File: src/rtl/capture_seg_unit.sv
// ---------------------------------------------------------------------------
// capture_seg_unit
//   Segmented capture controller for the logic-analyzer sample RAM.
//   The RAM is split into 2^nseg_l2 equal segments. Each segment records
//   at least TH pre-trigger samples, one trigger sample and tp
//   post-trigger samples, then the unit moves on to the next segment.
//   It raises capture_done once the last segment is full.
//
// Parameters
//   ENTRIES       total RAM depth; a multiple of 2^SEG_LOG2_MAX
//   ADDR_W        RAM address width (2^ADDR_W >= ENTRIES)
//   SEG_LOG2_MAX  largest supported log2 segment count (>= 1)
//
// Ports
//   clk, rst      clock, synchronous active-high reset
//   run           start pulse (accepted only in IDLE or DONE)
//   abort         return to IDLE; takes priority over run
//   wrt_smpl      sample-valid strobe
//   triggered     qualified trigger (only looked at together with wrt_smpl)
//   trig_pos      post-trigger samples per segment
//   seg_log2      log2 of the requested segment count
//   waddr         registered RAM write address
//   write         RAM write enable (combinational)
//   armed         waiting for a trigger
//   seg_done      one-cycle pulse after a segment completes
//   cur_seg       segment currently being filled
//   trig_addr     address of the last trigger sample
//   capture_done  all segments filled
//   busy          capture in progress (PRE, ARMED, POST)
//   seg_tstamp    cycle count of the trigger, shown with seg_done
//                 (present only with CAPT_SEG_TSTAMP_EN defined)
//
// Optional feature macro: CAPT_SEG_TSTAMP_EN
// ---------------------------------------------------------------------------
module capture_seg_unit #(
    parameter int ENTRIES      = 384,
    parameter int ADDR_W       = 9,
    parameter int SEG_LOG2_MAX = 2
) (
    input  logic                    clk,
    input  logic                    rst,
    input  logic                    run,
    input  logic                    abort,
    input  logic                    wrt_smpl,
    input  logic                    triggered,
    input  logic [ADDR_W-1:0]       trig_pos,
    input  logic [1:0]              seg_log2,
    output logic [ADDR_W-1:0]       waddr,
    output logic                    write,
    output logic                    armed,
    output logic                    seg_done,
    output logic [SEG_LOG2_MAX-1:0] cur_seg,
    output logic [ADDR_W-1:0]       trig_addr,
    output logic                    capture_done,
    output logic                    busy
`ifdef CAPT_SEG_TSTAMP_EN
    ,
    output logic [31:0]             seg_tstamp
`endif
);

    // One extra bit so a full-depth single segment length fits.
    localparam int CW = ADDR_W + 1;
    localparam int NW = $clog2(SEG_LOG2_MAX + 1);
    localparam logic [CW-1:0] ONE = CW'(1);

    localparam logic [2:0] S_IDLE  = 3'd0;
    localparam logic [2:0] S_PRE   = 3'd1;
    localparam logic [2:0] S_ARMED = 3'd2;
    localparam logic [2:0] S_POST  = 3'd3;
    localparam logic [2:0] S_DONE  = 3'd4;

    if (SEG_LOG2_MAX < 1) begin : g_chk_segmax
        $error("SEG_LOG2_MAX must be >= 1");
    end
    if ((ENTRIES % (1 << SEG_LOG2_MAX)) != 0) begin : g_chk_entries
        $error("ENTRIES must be a multiple of 2^SEG_LOG2_MAX");
    end
    if ((1 << ADDR_W) < ENTRIES) begin : g_chk_addr
        $error("ADDR_W too small for ENTRIES");
    end

    logic [2:0]              state;
    logic [CW-1:0]           seg_len;
    logic [CW-1:0]           tp;
    logic [CW-1:0]           th;
    logic [SEG_LOG2_MAX-1:0] last_seg;
    logic [ADDR_W-1:0]       seg_base;
    logic [CW-1:0]           offset;
    logic [CW-1:0]           pre_cnt;
    logic [CW-1:0]           post_cnt;

    // Configuration derived from the live inputs; only used on an accepted run.
    logic [NW-1:0]           nseg_c;
    logic [CW-1:0]           seg_len_c;
    logic [CW-1:0]           tpos_ext;
    logic [CW-1:0]           tp_c;
    logic [CW-1:0]           th_c;
    logic [SEG_LOG2_MAX-1:0] last_c;

    always_comb begin
        if (int'(seg_log2) > SEG_LOG2_MAX) nseg_c = NW'(SEG_LOG2_MAX);
        else                               nseg_c = NW'(seg_log2);
        seg_len_c = CW'(ENTRIES >> nseg_c);
        tpos_ext  = {1'b0, trig_pos};
        tp_c      = (tpos_ext > seg_len_c - ONE) ? seg_len_c - ONE : tpos_ext;
        th_c      = seg_len_c - ONE - tp_c;
        last_c    = SEG_LOG2_MAX'((32'd1 << nseg_c) - 32'd1);
    end

    // Next address inside the current segment, wrapping at the segment end.
    logic [CW-1:0]     adv_offset;
    logic [ADDR_W-1:0] adv_waddr;
    logic              start;
    logic              trig_hit;
    logic              seg_cmp;

    always_comb begin
        adv_offset = (offset == seg_len - ONE) ? '0 : offset + ONE;
        adv_waddr  = seg_base + adv_offset[ADDR_W-1:0];
        start      = run && !abort && (state == S_IDLE || state == S_DONE);
        trig_hit   = !abort && (state == S_ARMED) && wrt_smpl && triggered;
        seg_cmp    = !abort && wrt_smpl &&
                     (((state == S_ARMED) && triggered && (tp == '0)) ||
                      ((state == S_POST) && (post_cnt + ONE == tp)));
    end

    assign busy         = (state == S_PRE) || (state == S_ARMED) || (state == S_POST);
    assign write        = wrt_smpl && busy;
    assign armed        = (state == S_ARMED);
    assign capture_done = (state == S_DONE);

    always_ff @(posedge clk) begin
        if (rst) begin
            state     <= S_IDLE;
            seg_len   <= '0;
            tp        <= '0;
            th        <= '0;
            last_seg  <= '0;
            seg_base  <= '0;
            offset    <= '0;
            pre_cnt   <= '0;
            post_cnt  <= '0;
            waddr     <= '0;
            cur_seg   <= '0;
            trig_addr <= '0;
            seg_done  <= 1'b0;
        end else begin
            seg_done <= 1'b0;
            if (abort) begin
                state <= S_IDLE;
            end else begin
                case (state)
                    S_IDLE, S_DONE: begin
                        if (run) begin
                            seg_len  <= seg_len_c;
                            tp       <= tp_c;
                            th       <= th_c;
                            last_seg <= last_c;
                            seg_base <= '0;
                            offset   <= '0;
                            pre_cnt  <= '0;
                            post_cnt <= '0;
                            waddr    <= '0;
                            cur_seg  <= '0;
                            state    <= (th_c == '0) ? S_ARMED : S_PRE;
                        end
                    end
                    S_PRE: begin
                        if (wrt_smpl) begin
                            offset  <= adv_offset;
                            waddr   <= adv_waddr;
                            pre_cnt <= pre_cnt + ONE;
                            if (pre_cnt + ONE == th) state <= S_ARMED;
                        end
                    end
                    S_ARMED: begin
                        if (wrt_smpl) begin
                            offset <= adv_offset;
                            waddr  <= adv_waddr;
                            if (triggered) begin
                                trig_addr <= waddr;
                                post_cnt  <= '0;
                                state     <= S_POST;
                            end
                        end
                    end
                    S_POST: begin
                        if (wrt_smpl) begin
                            offset   <= adv_offset;
                            waddr    <= adv_waddr;
                            post_cnt <= post_cnt + ONE;
                        end
                    end
                    default: state <= S_IDLE;
                endcase

                // Segment completion overrides the per-state updates above.
                if (seg_cmp) begin
                    seg_done <= 1'b1;
                    if (cur_seg == last_seg) begin
                        state <= S_DONE;
                    end else begin
                        cur_seg  <= cur_seg + 1'b1;
                        seg_base <= seg_base + seg_len[ADDR_W-1:0];
                        waddr    <= seg_base + seg_len[ADDR_W-1:0];
                        offset   <= '0;
                        pre_cnt  <= '0;
                        post_cnt <= '0;
                        state    <= (th == '0) ? S_ARMED : S_PRE;
                    end
                end
            end
        end
    end

`ifdef CAPT_SEG_TSTAMP_EN
    logic [31:0] cyc_cnt;
    logic [31:0] trig_ts;

    always_ff @(posedge clk) begin
        if (rst) begin
            cyc_cnt    <= '0;
            trig_ts    <= '0;
            seg_tstamp <= '0;
        end else begin
            cyc_cnt <= start ? '0 : cyc_cnt + 32'd1;
            if (trig_hit) trig_ts <= cyc_cnt;
            // With tp == 0 the trigger and completion share one edge.
            if (seg_cmp) seg_tstamp <= trig_hit ? cyc_cnt : trig_ts;
        end
    end
`else
    logic unused_ok;
    assign unused_ok = start ^ trig_hit;
`endif

endmodule

File: config.mk
export PLATFORM = sky130hd
export DESIGN_NAME = capture_seg_unit
export DESIGN_NICKNAME = d
export VERILOG_FILES = /design/src/rtl/capture_seg_unit.sv
export SDC_FILE = /design/constraint.sdc
export NUM_CORES = 1
export LEC_CHECK = 0
export BUFFER_PORTS_ARGS = -buffer_cell sky130_fd_sc_hd__buf_2
export CORE_ASPECT_RATIO = 0.7
export CORE_UTILIZATION = 55
export CTS_CLUSTER_SIZE = 12
export DETAILED_ROUTE_END_ITERATION = 8
export HOLD_SLACK_MARGIN = 0.05
export PLACE_DENSITY_LB_ADDON = 0.2
export SLEW_MARGIN = 20
export SYNTH_ARGS = -nofsm -noshare
export SYNTH_HDL_FRONTEND = slang
export SYNTH_SLANG_ARGS = --single-unit
File: constraint.sdc
create_clock -name clk -period 3.9 [get_ports clk]
set_clock_uncertainty 0.2 [all_clocks]
set_input_delay 0.78 -clock clk [delete_from_list [all_inputs] [get_ports clk]]
set_output_delay 0.78 -clock clk [all_outputs]
set_load 0.01 [all_outputs]
Word level (Yosys, flattened, before mapping). Index checks and enable logic that the tools add are counted.

Bits in registers: 95. Input port bits: 17. Output and inout bits: 25.

Add/subtract/negate cells: 10. $lt $le $gt $ge: 2. Equal/unequal tests: 14. Shift operators: 2. Mux-type cells: 44. Bitwise operators: 1. Reduce and logical (&&, ||, !) cells: 20.

Operators by type and width (number): 10-bit 2-to-1 mux (16); 9-bit 2-to-1 mux (8); 10-bit one-hot mux with 2 select lines (2); 10-bit by 1-bit adder with 10-bit output, second input constant (3); 10-bit equality test (3); 10-bit logical NOT (3); 10-bit one-hot mux with 3 select lines (1); 3-bit 2-to-1 mux (7); 10-bit by 1-bit subtractor with 10-bit output, second input constant (2); 9-bit adder (2); 9-bit one-hot mux with 2 select lines (1); 2-bit 2-to-1 mux (7); 3-bit one-hot mux with 4 select lines (1); 9-bit by 10-bit > comparator with 1-bit output (1); 9-bit by 2-bit right shift with 10-bit output, first input constant (1); 10-bit subtractor (1); 3-bit by 2-bit inequality test with 1-bit output, second input constant (3); 3-bit by 2-bit equality test with 1-bit output, second input constant (2); 1-bit logical AND (6); 3-bit inequality test, second input constant (2); 6-bit AND reduction (1); 4-bit AND reduction (1); 2-bit OR reduction (2); 3-bit by 1-bit equality test with 1-bit output, second input constant (1); other kinds (14) (16).

Logic depth before layout (Yosys ltp). Gate-level depths: netlist of run 1.

Depth in word-level cells: 12. Gate-level depth with buffers: 18. Depth with buffers taken out: 18.

Least setup slack after synthesis of run 1. OpenSTA, ideal clock, no wires.

Kind: input-to-reg. Start: in seg_log2[0]. End: reg state[1]. Setup time: 0.079 ns. Arrival time: 3.832 ns. Slack: -0.211 ns. Stages on the path: 16. Path buffers: 0. Cell sequence: nor2_1 -> inv_1 -> ha_1 -> nand2_1 -> o21ai_0 -> or2_2 -> o21ai_1 -> a21oi_1 -> ha_1 -> o21ai_0 -> a211oi_1 -> xor2_1 -> a2111oi_0 -> or3_1 -> o2111ai_1 -> o211ai_1.

Word-level cells in the longest chain between the ends: 12.

RTL lines: from (decl) (RTL line 47) `input logic [1:0] seg_log2,`; 2-bit > comparator (RTL line 102) `if (int'(seg_log2) > SEG_LOG2_MAX) nseg_c = NW'(SEG_LOG2_MAX);`; 2-bit 2-to-1 mux (*) (RTL line 102); 9-bit by 2-bit right shift with 10-bit output (*) (RTL line 104) `seg_len_c = CW'(ENTRIES >> nseg_c);`; net seg_len_c[6] (RTL line 95) `logic [CW-1:0] seg_len_c;`; 10-bit by 1-bit subtractor with 10-bit output (*) (RTL line 106, 107); 9-bit by 10-bit > comparator with 1-bit output (RTL line 106) `tp_c = (tpos_ext > seg_len_c - ONE) ? seg_len_c - ONE : tpos_ext;`; 10-bit 2-to-1 mux (RTL line 106); 10-bit subtractor (*) (RTL line 107) `th_c = seg_len_c - ONE - tp_c;`; 10-bit logical NOT (*) (RTL line 166) `state <= (th_c == '0) ? S_ARMED : S_PRE;`; 2-bit 2-to-1 mux (*) (RTL line 166); 3-bit 2-to-1 mux (*) (RTL line 155) `if (run) begin`; 3-bit one-hot mux with 4 select lines (*) (RTL line 153) `case (state)`; 3-bit 2-to-1 mux (*) (RTL line 199) `if (seg_cmp) begin`; to (signal assigned) (RTL line 166); to (signal assigned) (RTL line 210) `state <= (th == '0) ? S_ARMED : S_PRE;`; to (decl) (RTL line 83) `logic [2:0] state;`.

Mark *: on every way through the listed nets, which the timed path passes. The rest lies on a longest branch. The select of a mux whose other input is x is not followed. A chain may end at the register's enable or synchronous reset.

Worst setup path in the final report of run 1.
Start: in seg_log2[0]. End: reg state[0].

The elaborated chain is that of the path after synthesis.

==> results of run 1 <==
[Yosys cell counts (all sizes together) (9+ instances only)]
| cell | count | area share |
|---|---|---|
| a21o | 11 | 0.014 |
| nand3 | 33 | 0.029 |
| a22o | 10 | 0.016 |
| nor3 | 26 | 0.024 |
| dfxtp | 90 | 0.32 |
| nand2 | 95 | 0.062 |
| buf | 11 | 0.014 |
| and3 | 14 | 0.016 |
| a21oi | 54 | 0.048 |
| clkbuf | 27 | 0.020 |
| nor2 | 72 | 0.047 |
| a211oi | 13 | 0.017 |
| o21ai | 45 | 0.040 |
| xnor2 | 24 | 0.037 |
| ha | 25 | 0.055 |
| xor2 | 30 | 0.046 |
| nor4 | 9 | 0.0099 |
| inv | 23 | 0.015 |
[final cells by class]
type,count,share of cell area
Multi-Input combinational cell,580,0.5674
Sequential cell,90,0.2713
Timing Repair Buffer,83,0.07877
Clock buffer,9,0.03384
Tap cell,128,0.02406
Inverter,23,0.01297
Clock inverter,7,0.01166
[metrics by stage]
step                      instances  power [µW]  setup WS [ns]
final                           920        2221         0.1156
after floorplan                 732        1189       0.009508
after CTS                       917        2183       0.008983
after global routing            920        2298       -0.01864
after global placement          901        1290        -0.1866
after detailed placement        901        1303        -0.4089
[registers in the layout, indices dropped and copies added, names as in the netlist]
name	flops
pre_cnt	10
last_seg	2
waddr	9
seg_base	9
cur_seg	2
trig_addr	9
seg_done	1
tp	10
seg_len	5
state	3
th	10
offset	10
post_cnt	10
[worst max-delay path by stage]
stage,endpoint,slack (ns),depth (start not counted)
global route,state[0],-0.02,15
finish,state[0],0.12,15
CTS,state[1],0.009,18
floorplan,state[1],0.01,17
global placement,state[1],-0.19,18
detailed placement,state[1],-0.41,18
[worst register-to-register path, stage by stage, from the launching register on]
cell                       delay (ns)
sky130_fd_sc_hd__dfxtp_2         0.36
sky130_fd_sc_hd__or4_1           0.52
sky130_fd_sc_hd__nand3_1         0.10
sky130_fd_sc_hd__o311ai_1        0.12
sky130_fd_sc_hd__a221oi_2        0.27
sky130_fd_sc_hd__buf_4           0.19
sky130_fd_sc_hd__nor2_1          0.06
sky130_fd_sc_hd__ha_1            0.24
sky130_fd_sc_hd__fa_2            0.36
sky130_fd_sc_hd__a21o_1          0.20
sky130_fd_sc_hd__a211oi_2        0.22
sky130_fd_sc_hd__nor2_1          0.09
sky130_fd_sc_hd__nor2_1          0.11
sky130_fd_sc_hd__xor2_1          0.09
sky130_fd_sc_hd__or4_1           0.40
sky130_fd_sc_hd__a31oi_1         0.16
[layer usage]
metal / global-route usage / vias to the layer above / routed length [µm]
li1: - / 2735 / -
met1: 0.4597 / 2727 / 7787
met2: 0.4712 / 253 / 7086
met3: 0.06086 / 20 / 1412
met4: 0.09091 / 0 / 202
met5: 0 / - / 0
[kinds of logic after synthesis]
group / after synthesis / synth area share
adder cells (fa/ha/maj): 28 / 0.06356
other: 1 / 0.0006568
flip-flops: 90 / 0.3156
XOR/XNOR: 54 / 0.08284
AND/OR/NAND/NOR: 297 / 0.2494
multiplexers: 6 / 0.01074
buffers and inverters: 62 / 0.05128
AO/OA/AOI/OAI: 194 / 0.2260
[power by group]
part	switching [µW]	internal (µW)	total, µW	leakage, µW
Clock	388	502	890	0.000146
Sequential	30.6	940	970	0.000730
Combinational	214	146	360	0.00189
[timing repair]
| item | CTS | global route |
|---|---|---|
| resized for setup | 1 | 33 |
| setup buffers | 0 | 3 |
| endpoints found under the setup margin | 1 | 6 |
| pin swaps | 1 | 9 |
| hold buffers | 0 | 0 |
==> impl_metrics.json, run 1 <==
{
  "horizontal_extent_of_the_die_um": 123.8,
  "final-seq-area_um2": 1805,
  "first_pass_grt_wire_length_um": 26120,
  "outcome": "complete, no violations",
  "pin_count": 42,
  "ir_worst_vdd_uv": 208.2,
  "synth_enable_flop_cells": 0,
  "worst_hold_slack_ns": 0.2531,
  "cts.sinks": 90,
  "viasPerCell": 6.234,
  "syn_nets": 776,
  "die_h_um": 87.25,
  "multiInputGateArea_um2": 3776,
  "final_util": 0.6741,
  "power_per_cell_area_nw_per_um2": 333.7,
  "drt-pass1-iter-count": 5,
  "max-clock-path-buffers": 2,
  "cts-buffers-inserted": 9,
  "antenna_found_initial": 0,
  "slew_viol_final": 0,
  "worst_setup_path_start_kind": "primary input",
  "design.final.nets": 831,
  "cts.clk_slew.worst_paths_ns": 0.07,
  "grt_pass1_vias": 5174,
  "floorplan.initialDensity": 0.5783,
  "floorplan.core_area_um2": 9872,
  "period_needed_ns": 3.784,
  "cts_tree": "done",
  "synth_flop_cell": "sky130_fd_sc_hd__dfxtp_1",
  "area.growth.synth_to_final_pct": 16.57,
  "timing.setup.tns_ns": 0,
  "dpl_cell_area_um2": 6183,
  "timing.hold.worst_path_depth": 2,
  "layout.cells.most_common_list": "sky130_fd_sc_hd__nand2_1, sky130_fd_sc_hd__dfxtp_1, sky130_fd_sc_hd__nor2_1",
  "rr_worst_depth": 15,
  "hold_path_end": "trig_addr[0]",
  "route.vias.total": 5735,
  "critPathMaxFanout": 6,
  "detail_route.drc_violations": 0,
  "gp_congestion": 0.9430,
  "worstReg2RegStart": "seg_len[4]",
  "critPathSlowestCell": "sky130_fd_sc_hd__a2111o_1",
  "critPathRequiredTime_ns": 3.97,
  "layout-drive-gt1-share": 0.1831,
  "grt_max_degree": 33,
  "num_rows": 30,
  "clock_tree.htree_level_count": 3,
  "layout.cells.most_common": "sky130_fd_sc_hd__nand2_1",
  "timing.slew.headroom": 0.3361,
  "timing.critical_path.max_delay_family": "compound AO/OA/AOI/OAI gates",
  "worstSetupPathType": "primary input to flop",
  "timing.final.crit_share": 0.9704,
  "setup_violations": 0,
  "layout.cell_area.non_filler_um2": 6655,
  "avgSynthCellArea_um2": 7.799,
  "power.static_leakage_uw": 0.002768,
  "async_sr_flop_fraction": 0,
  "antenna-diode-count": 0,
  "grt-ovfl-total": 0,
  "crit_path_end_kind": "flop",
  "worst_path_largest_cell_delay_ns": 0.43,
  "crit_chain": "buf_2 -> nor2_2 -> inv_2 -> ha_4 -> and3_4 -> nand3_4 -> o21ai_4 -> mux2i_2 -> ha_2 -> nor3_4 -> a211oi_2 -> xor2_2 -> a2111oi_4 -> a2111o_1 -> a221oi_2",
  "setup.reg_to_reg.worst_slack_ns": 0.14,
  "place.detailed.hpwl_um": 12110,
  "die_area_um2": 10800,
  "cts-root-buf": "sky130_fd_sc_hd__clkbuf_16",
  "fillerInstances": 823,
  "synth-warning-count": 0,
  "cap_violations": 0,
  "synth_cell_types": 76,
  "max_freq_mhz": 264.2,
  "netlist_instances": 732,
  "worstHoldPathType": "flop to flop",
  "critical_path_arrival_ns": 3.85,
  "seq_area_frac_synth": 0.3156,
  "worstMarginPinSlew_ns": 0.9958,
  "ys_seq_elements": 90,
  "ant_nets": 0,
  "routed_wirelength_um": 16490,
  "clock_insertion_delay_worst_skew_ns": 0.35,
  "drt_first_iter_violations": 665,
  "mappedNetlistArea_um2": 5709,
  "grt.total_usage": 0.3164,
  "place.port_buffers": 41,
  "report.final.hold_viol_count": 0,
  "wire_per_inst_um": 17.92,
  "min-delay-start": "trig_addr[0]",
  "timing.critical_path.buf_inv": 2,
  "crit_start": "seg_log2[0]",
  "regToRegEndpoint": "waddr[6]"
}
No activity file was read; power rests on OpenSTA's default activity.
==> run 2: changes to the inputs <==
--- a/config.mk
+++ b/config.mk
@@ -10,6 +10,7 @@
 export CORE_UTILIZATION = 55
 export CTS_CLUSTER_SIZE = 12
 export DETAILED_ROUTE_END_ITERATION = 8
+export GPL_TIMING_DRIVEN = 0
 export HOLD_SLACK_MARGIN = 0.05
 export PLACE_DENSITY_LB_ADDON = 0.2
 export SLEW_MARGIN = 20
==> run 2 against run 1 <==
Core utilization grew 0.72 points. Highest routed layer unchanged. Design area grew 1.1%. Cell count grew 1.3%. Largest cell class unchanged. Routed wire length grew 5.0%. Critical endpoint is now state[1]. Maximum frequency shrank 0.65%. Largest power group is now clock. Critical path depth grew 4. Global-route usage grew 1.1 points. Non-clock buffer count grew 12. First-iteration DRC count grew 5.4%. Via count grew 1.4%. Register-to-register slack lost 0.04 ns.
==> impl_metrics.json, run 2 (synthesized netlist as in run 1, its figures left out) <==
{
  "crit_start": "seg_log2[1]",
  "die_area_um2": 10800,
  "cap_violations": 0,
  "switching_share": 0.2755,
  "critPathMaxFanout": 6,
  "cts.sinks": 90,
  "layout.cells.most_common": "sky130_fd_sc_hd__nand2_1",
  "power.static_leakage_uw": 0.002750,
  "clock_tree.htree_level_count": 3,
  "setup_violations": 0,
  "worstMarginPinSlew_ns": 0.7079,
  "period_needed_ns": 3.809,
  "max-clock-path-buffers": 2,
  "detail_route.drc_violations": 0,
  "critical_path.most_common_cell": "sky130_fd_sc_hd__buf_4",
  "slew_viol_final": 0,
  "antenna_found_initial": 0,
  "critical_path_arrival_ns": 3.88,
  "num_rows": 30,
  "final_critical_path_setup_slack_ns": 0.09094,
  "report.final.hold_viol_count": 0,
  "worstSetupPathType": "primary input to flop",
  "layout-drive-gt1-share": 0.1654,
  "timing.final.crit_share": 0.9767,
  "cts-root-buf": "sky130_fd_sc_hd__clkbuf_16",
  "crit_chain": "clkbuf_4 -> inv_4 -> nand2_2 -> ha_1 -> nand2_1 -> o21ai_1 -> or2_4 -> o21ai_4 -> buf_4 -> a21oi_2 -> ha_2 -> nor2_2 -> a211oi_2 -> buf_4 -> xor2_4 -> a2111oi_4 -> or3_1 -> o2111ai_1 -> o211ai_1",
  "floorplan.initialDensity": 0.5783,
  "dpl_cell_area_um2": 6097,
  "worstHoldPathType": "flop to flop",
  "min-delay-start": "trig_addr[2]",
  "place.detailed.hpwl_um": 12700,
  "drt_first_iter_violations": 701,
  "critPathRequiredTime_ns": 3.97,
  "area.growth.synth_to_final_pct": 17.82,
  "die_h_um": 87.25,
  "antenna-diode-count": 0,
  "routed_wirelength_um": 17310,
  "rsz0062_at_grt": "true",
  "outcome": "complete, no violations",
  "layout.cells.most_common_list": "sky130_fd_sc_hd__nand2_1, sky130_fd_sc_hd__dfxtp_1, sky130_fd_sc_hd__nor2_1",
  "worstReg2RegStart": "seg_len[4]",
  "setup.reg_to_reg.worst_slack_ns": 0.10,
  "cts_tree": "done",
  "layout.cell_area.non_filler_um2": 6726,
  "cts-buffers-inserted": 9,
  "grt.total_usage": 0.3270,
  "grt_pass1_vias": 5020,
  "viasPerCell": 6.241,
  "grt-ovfl-total": 0,
  "clock_power_share": 0.423,
  "critPathSlowestCell": "sky130_fd_sc_hd__ha_2",
  "worst_path_largest_cell_delay_ns": 0.34,
  "pin_count": 42,
  "timing.slew.headroom": 0.5281,
  "ant_nets": 0,
  "power.share.combinational": 0.159,
  "place.port_buffers": 41,
  "horizontal_extent_of_the_die_um": 123.8,
  "design.final.nets": 843,
  "drt-pass1-iter-count": 5,
  "internal_power_uw": 1684,
  "max_freq_mhz": 262.5,
  "clock_insertion_delay_worst_skew_ns": 0.35,
  "fillerInstances": 820,
  "gp_congestion": 1.007,
  "dp_slack_ns": -0.7153,
  "floorplan.core_area_um2": 9872,
  "route.vias.total": 5817,
  "power.switching_uw": 640.3,
  "first_pass_grt_wire_length_um": 26600,
  "grt_max_degree": 16,
  "ir_worst_vdd_uv": 255.6,
  "worst_setup_path_start_kind": "primary input",
  "power_frac_seq": 0.418,
  "crit_path_end_kind": "flop",
  "wire_per_inst_um": 18.57,
  "cts.clk_slew.worst_paths_ns": 0.07,
  "power_per_cell_area_nw_per_um2": 345.5
}
## run 2: cell types whose count changed in the layout (fill, tap and decap cells not counted), moves of 2 or more
cell                       change
sky130_fd_sc_hd__clkbuf_1     +24
sky130_fd_sc_hd__buf_4        -21
sky130_fd_sc_hd__clkbuf_8      +3
sky130_fd_sc_hd__buf_2         +2
sky130_fd_sc_hd__buf_6         +2
sky130_fd_sc_hd__clkbuf_4      +2
sky130_fd_sc_hd__clkinv_4      -2
sky130_fd_sc_hd__nor2_1        -2
## run 2: critical path, delay by kind of cell
family / cells / cell delay (ns)
buffers and inverters: 4 / 0.58
AND/OR/NAND/NOR: 5 / 0.62
AO/OA/AOI/OAI: 7 / 1.09
XOR/XNOR: 1 / 0.16
adder cells (fa/ha/maj): 2 / 0.67
## run 2: final timing paths
kind,endpoint,depth (start not counted)
max,state[1],19
min reg2reg,trig_addr[2],2
min,trig_addr[2],2
max reg2reg,waddr[7],16
## run 2: what timing repair did
item	CTS	global route
hold buffers	0	0
setup buffers	8	8
resized for setup	13	27
pin swaps	6	10
endpoints found under the setup margin	7	6
## run 2: layout make-up
class | count | area, µm² | area share
Multi-Input combinational cell | 580 | 3805 | 0.5657
Inverter | 23 | 88.84 | 0.01321
Sequential cell | 90 | 1805 | 0.2684
Clock buffer | 11 | 252.7 | 0.03757
Tap cell | 128 | 160.2 | 0.02381
Clock inverter | 5 | 83.83 | 0.01246
Buffer | 38 | 202.7 | 0.03013
Timing Repair Buffer | 57 | 327.8 | 0.04874
## run 2: power groups by stage
| stage | Combinational [µW] | Clock, µW | Sequential (µW) |
|---|---|---|---|
| floorplan | 212 | 0 | 977 |
| global placement | 285 | 0 | 988 |
| detailed placement | 294 | 0 | 989 |
| CTS | 326 | 987 | 968 |
| global route | 401 | 1020 | 972 |
| finish | 369 | 983 | 972 |
## run 2: metrics by stage
stage	instances	utilization	total power, µW	TNS (ns)	hold slack, ns
6_report	932	0.6814	2324	0	0.2506
5_1_grt	932	0.6814	2394	-0.09040	0.2684
4_1_cts	924	0.6643	2281	0	0.2523
3_5_place_dp	901	0.6176	1284	-2.955	0.2435
3_3_place_gp	901	0.6176	1273	-1.959	0.2387
2_1_floorplan	732	-	1189	0	0.2480
## run 2: metal layers
metal | up-vias | GRT usage | share of wire
li1 | 2774 | - | -
met1 | 2703 | 0.4772 | 0.45
met2 | 304 | 0.4707 | 0.41
met3 | 36 | 0.08770 | 0.12
met4 | 0 | 0.08324 | 0.019
met5 | - | 0 | 0
==> run 3: changes to the inputs <==
--- a/config.mk
+++ b/config.mk
@@ -5,11 +5,11 @@
 export SDC_FILE = /design/constraint.sdc
 export NUM_CORES = 1
 export LEC_CHECK = 0
-export BUFFER_PORTS_ARGS = -buffer_cell sky130_fd_sc_hd__buf_2
 export CORE_ASPECT_RATIO = 0.7
 export CORE_UTILIZATION = 55
 export CTS_CLUSTER_SIZE = 12
 export DETAILED_ROUTE_END_ITERATION = 8
+export DONT_BUFFER_PORTS = 1
 export GPL_TIMING_DRIVEN = 0
 export HOLD_SLACK_MARGIN = 0.05
 export PLACE_DENSITY_LB_ADDON = 0.2
==> run 3 against run 2 <==
Routed wire length about the same. Worst setup slack better by 0.046 ns. Core utilization down 3.1 points. First-iteration DRC count down 4.6%. Register-to-register slack better by 0.04 ns. Global-route usage up 0.56 points. Critical path depth down 3. Clock power down 2%. Non-clock buffer count down 48. Cell count down 5.2%. Power down 2.8%. Critical path type is now flop to flop. Via count down 1.8%. Critical endpoint is now waddr[6]. Largest cell class unchanged.
==> impl_metrics.json, run 3 (synthesized netlist as in run 1, its figures left out) <==
{
  "first_pass_grt_wire_length_um": 26950,
  "cts.sinks": 90,
  "dpl_cell_area_um2": 5892,
  "cts-buffers-inserted": 9,
  "setup_violations": 0,
  "period_needed_ns": 3.763,
  "finalPower_uw": 2259,
  "gp_congestion": 0.9952,
  "worst_hold_slack_ns": 0.2819,
  "drt_first_iter_violations": 669,
  "final_util": 0.6506,
  "top_layer_used": "met4",
  "antenna_found_initial": 0,
  "worstSetupPathType": "flop to flop",
  "timing.hold.worst_path_depth": 2,
  "clock_tree.htree_level_count": 3,
  "clock_insertion_delay_worst_skew_ns": 0.36,
  "crit_path_end_kind": "flop",
  "critPathSlowestCell": "sky130_fd_sc_hd__or4_4",
  "slew_viol_final": 0,
  "rsz0062_at_grt": "true",
  "layout.cell_area.non_filler_um2": 6422,
  "layout-drive-gt1-share": 0.1032,
  "floorplan.core_area_um2": 9872,
  "drt-pass1-iter-count": 5,
  "timing.setup.tns_ns": 0,
  "critical_path.most_common_cell": "sky130_fd_sc_hd__nor2_1",
  "max-clock-path-buffers": 2,
  "die_h_um": 87.25,
  "fillerInstances": 861,
  "internal_power_uw": 1625,
  "routedLengthMet1_um": 8101,
  "worstMarginPinSlew_ns": 0.7096,
  "grt.total_usage": 0.3326,
  "met2RoutedLength_um": 6981,
  "power_per_cell_area_nw_per_um2": 351.8,
  "detail_route.drc_violations": 0,
  "ir_worst_vdd_uv": 283.8,
  "worstHoldPathType": "flop to flop",
  "area.growth.synth_to_final_pct": 12.49,
  "horizontal_extent_of_the_die_um": 123.8,
  "wire_per_inst_um": 19.58,
  "viasPerCell": 6.459,
  "timing.slew.headroom": 0.5269,
  "cts.clk_slew.worst_paths_ns": 0.07,
  "design.final.nets": 795,
  "floorplan.initialDensity": 0.5783,
  "report.final.hold_viol_count": 0,
  "antenna-diode-count": 0,
  "ant_nets": 0,
  "power.static_leakage_uw": 0.002519,
  "power.share.combinational": 0.143,
  "cp_num_cells": 16,
  "critPathRequiredTime_ns": 3.98,
  "timing.critical_path.buf_inv": 2,
  "routed_wirelength_um": 17310,
  "cts.hold.buffers_added": 0,
  "die_area_um2": 10800,
  "outcome": "complete, no violations",
  "grt_pass1_vias": 5118,
  "route.vias.total": 5710,
  "pin_count": 42,
  "critical_path_arrival_ns": 3.84,
  "timing.critical_path.max_delay_family": "simple AND/OR/NAND/NOR gates",
  "cap_violations": 0,
  "rr_worst_depth": 16,
  "num_rows": 30,
  "crit_chain": "or4_4 -> nand3_4 -> o311ai_4 -> a221oi_2 -> buf_4 -> buf_6 -> nor2_2 -> ha_4 -> fa_2 -> a21o_1 -> a211oi_2 -> nor2_1 -> nor2_1 -> xor2_1 -> or4_1 -> a31oi_1",
  "met3RoutedLength_um": 1826,
  "place.port_buffers": 0,
  "grt-ovfl-total": 0,
  "power_frac_seq": 0.428,
  "cts_tree": "done",
  "cts-root-buf": "sky130_fd_sc_hd__clkbuf_16",
  "timing.final.crit_share": 0.9648,
  "setup.reg_to_reg.worst_slack_ns": 0.14,
  "switching_share": 0.2809,
  "place.detailed.hpwl_um": 12860,
  "layout.cells.most_common": "sky130_fd_sc_hd__nand2_1",
  "clock_power_share": 0.429,
  "power.switching_uw": 634.7,
  "grt_max_degree": 17,
  "max_freq_mhz": 265.8,
  "worst_path_largest_cell_delay_ns": 0.55,
  "layout.cells.most_common_list": "sky130_fd_sc_hd__nand2_1, sky130_fd_sc_hd__dfxtp_1, sky130_fd_sc_hd__nor2_1",
  "critPathMaxFanout": 6,
  "worst_setup_path_start_kind": "flop"
}
-- run 3: cell types whose count changed in the layout (fill, tap and decap cells not counted), moves of 2 or more --
cell                       delta
sky130_fd_sc_hd__dfxtp_4      +2
sky130_fd_sc_hd__inv_1        +2
sky130_fd_sc_hd__buf_4        -8
sky130_fd_sc_hd__inv_6        +2
sky130_fd_sc_hd__dfxtp_2      -3
sky130_fd_sc_hd__buf_2       -40
sky130_fd_sc_hd__ha_1         +3
sky130_fd_sc_hd__clkbuf_8     -2
sky130_fd_sc_hd__ha_4         -3
-- run 3: power groups by stage --
stage | Clock, µW | Sequential [µW] | Combinational (µW)
floorplan | 0 | 977 | 212
global placement | 0 | 986 | 272
detailed placement | 0 | 987 | 281
CTS | 971 | 966 | 290
global route | 1010 | 969 | 351
finish | 968 | 968 | 323
-- run 3: worst paths after layout --
kind / to / startpoint
worst min-delay path: last_seg[1] / last_seg[1]
worst max-delay path: waddr[6] / seg_len[4]
worst max register to register: waddr[6] / seg_len[4]
worst min register to register: last_seg[1] / last_seg[1]
-- run 3: area by class of cell --
| type | count | area [µm²] | share of cell area |
|---|---|---|---|
| clock inverters | 7 | 98.84 | 0.01539 |
| well taps | 128 | 160.2 | 0.02494 |
| flip-flops and latches | 90 | 1809 | 0.2817 |
| inverters | 23 | 86.33 | 0.01344 |
| clock buffers | 9 | 225.2 | 0.03507 |
| plain buffers | 38 | 202.7 | 0.03156 |
| repair buffers | 9 | 71.32 | 0.01110 |
| multi-input cells | 580 | 3769 | 0.5868 |
-- run 3: repair_timing --
item | CTS | global route
cloned | 0 | 0
resized for setup | 7 | 27
buffers inserted | 5 | 4
endpoints found under the setup margin | 7 | 5
pin swaps | 3 | 14
-- run 3: worst register-to-register path: stages, from the launching register on --
cell and delay (ns):
sky130_fd_sc_hd__dfxtp_4 0.37, sky130_fd_sc_hd__or4_4 0.55, sky130_fd_sc_hd__nand3_4 0.10, sky130_fd_sc_hd__o311ai_4 0.10
sky130_fd_sc_hd__a221oi_2 0.22, sky130_fd_sc_hd__buf_4 0.19, sky130_fd_sc_hd__buf_6 0.11, sky130_fd_sc_hd__nor2_2 0.04
sky130_fd_sc_hd__ha_4 0.18, sky130_fd_sc_hd__fa_2 0.36, sky130_fd_sc_hd__a21o_1 0.22, sky130_fd_sc_hd__a211oi_2 0.18
sky130_fd_sc_hd__nor2_1 0.07, sky130_fd_sc_hd__nor2_1 0.13, sky130_fd_sc_hd__xor2_1 0.10, sky130_fd_sc_hd__or4_1 0.42
sky130_fd_sc_hd__a31oi_1 0.17
-- run 3: layer usage --
layer  up-vias  GRT usage
met5         -          0
met4         0    0.09858
met3        39     0.1119
met2       281     0.4672
met1      2717     0.4761
li1       2673          -
-- run 3: through the flow --
stage	setup slack (ns)	instances
after floorplan	0.009508	732
after global placement	-0.3922	860
final	0.1374	884
after CTS	0.002695	880
after detailed placement	-0.5080	860
after global routing	-0.03186	884
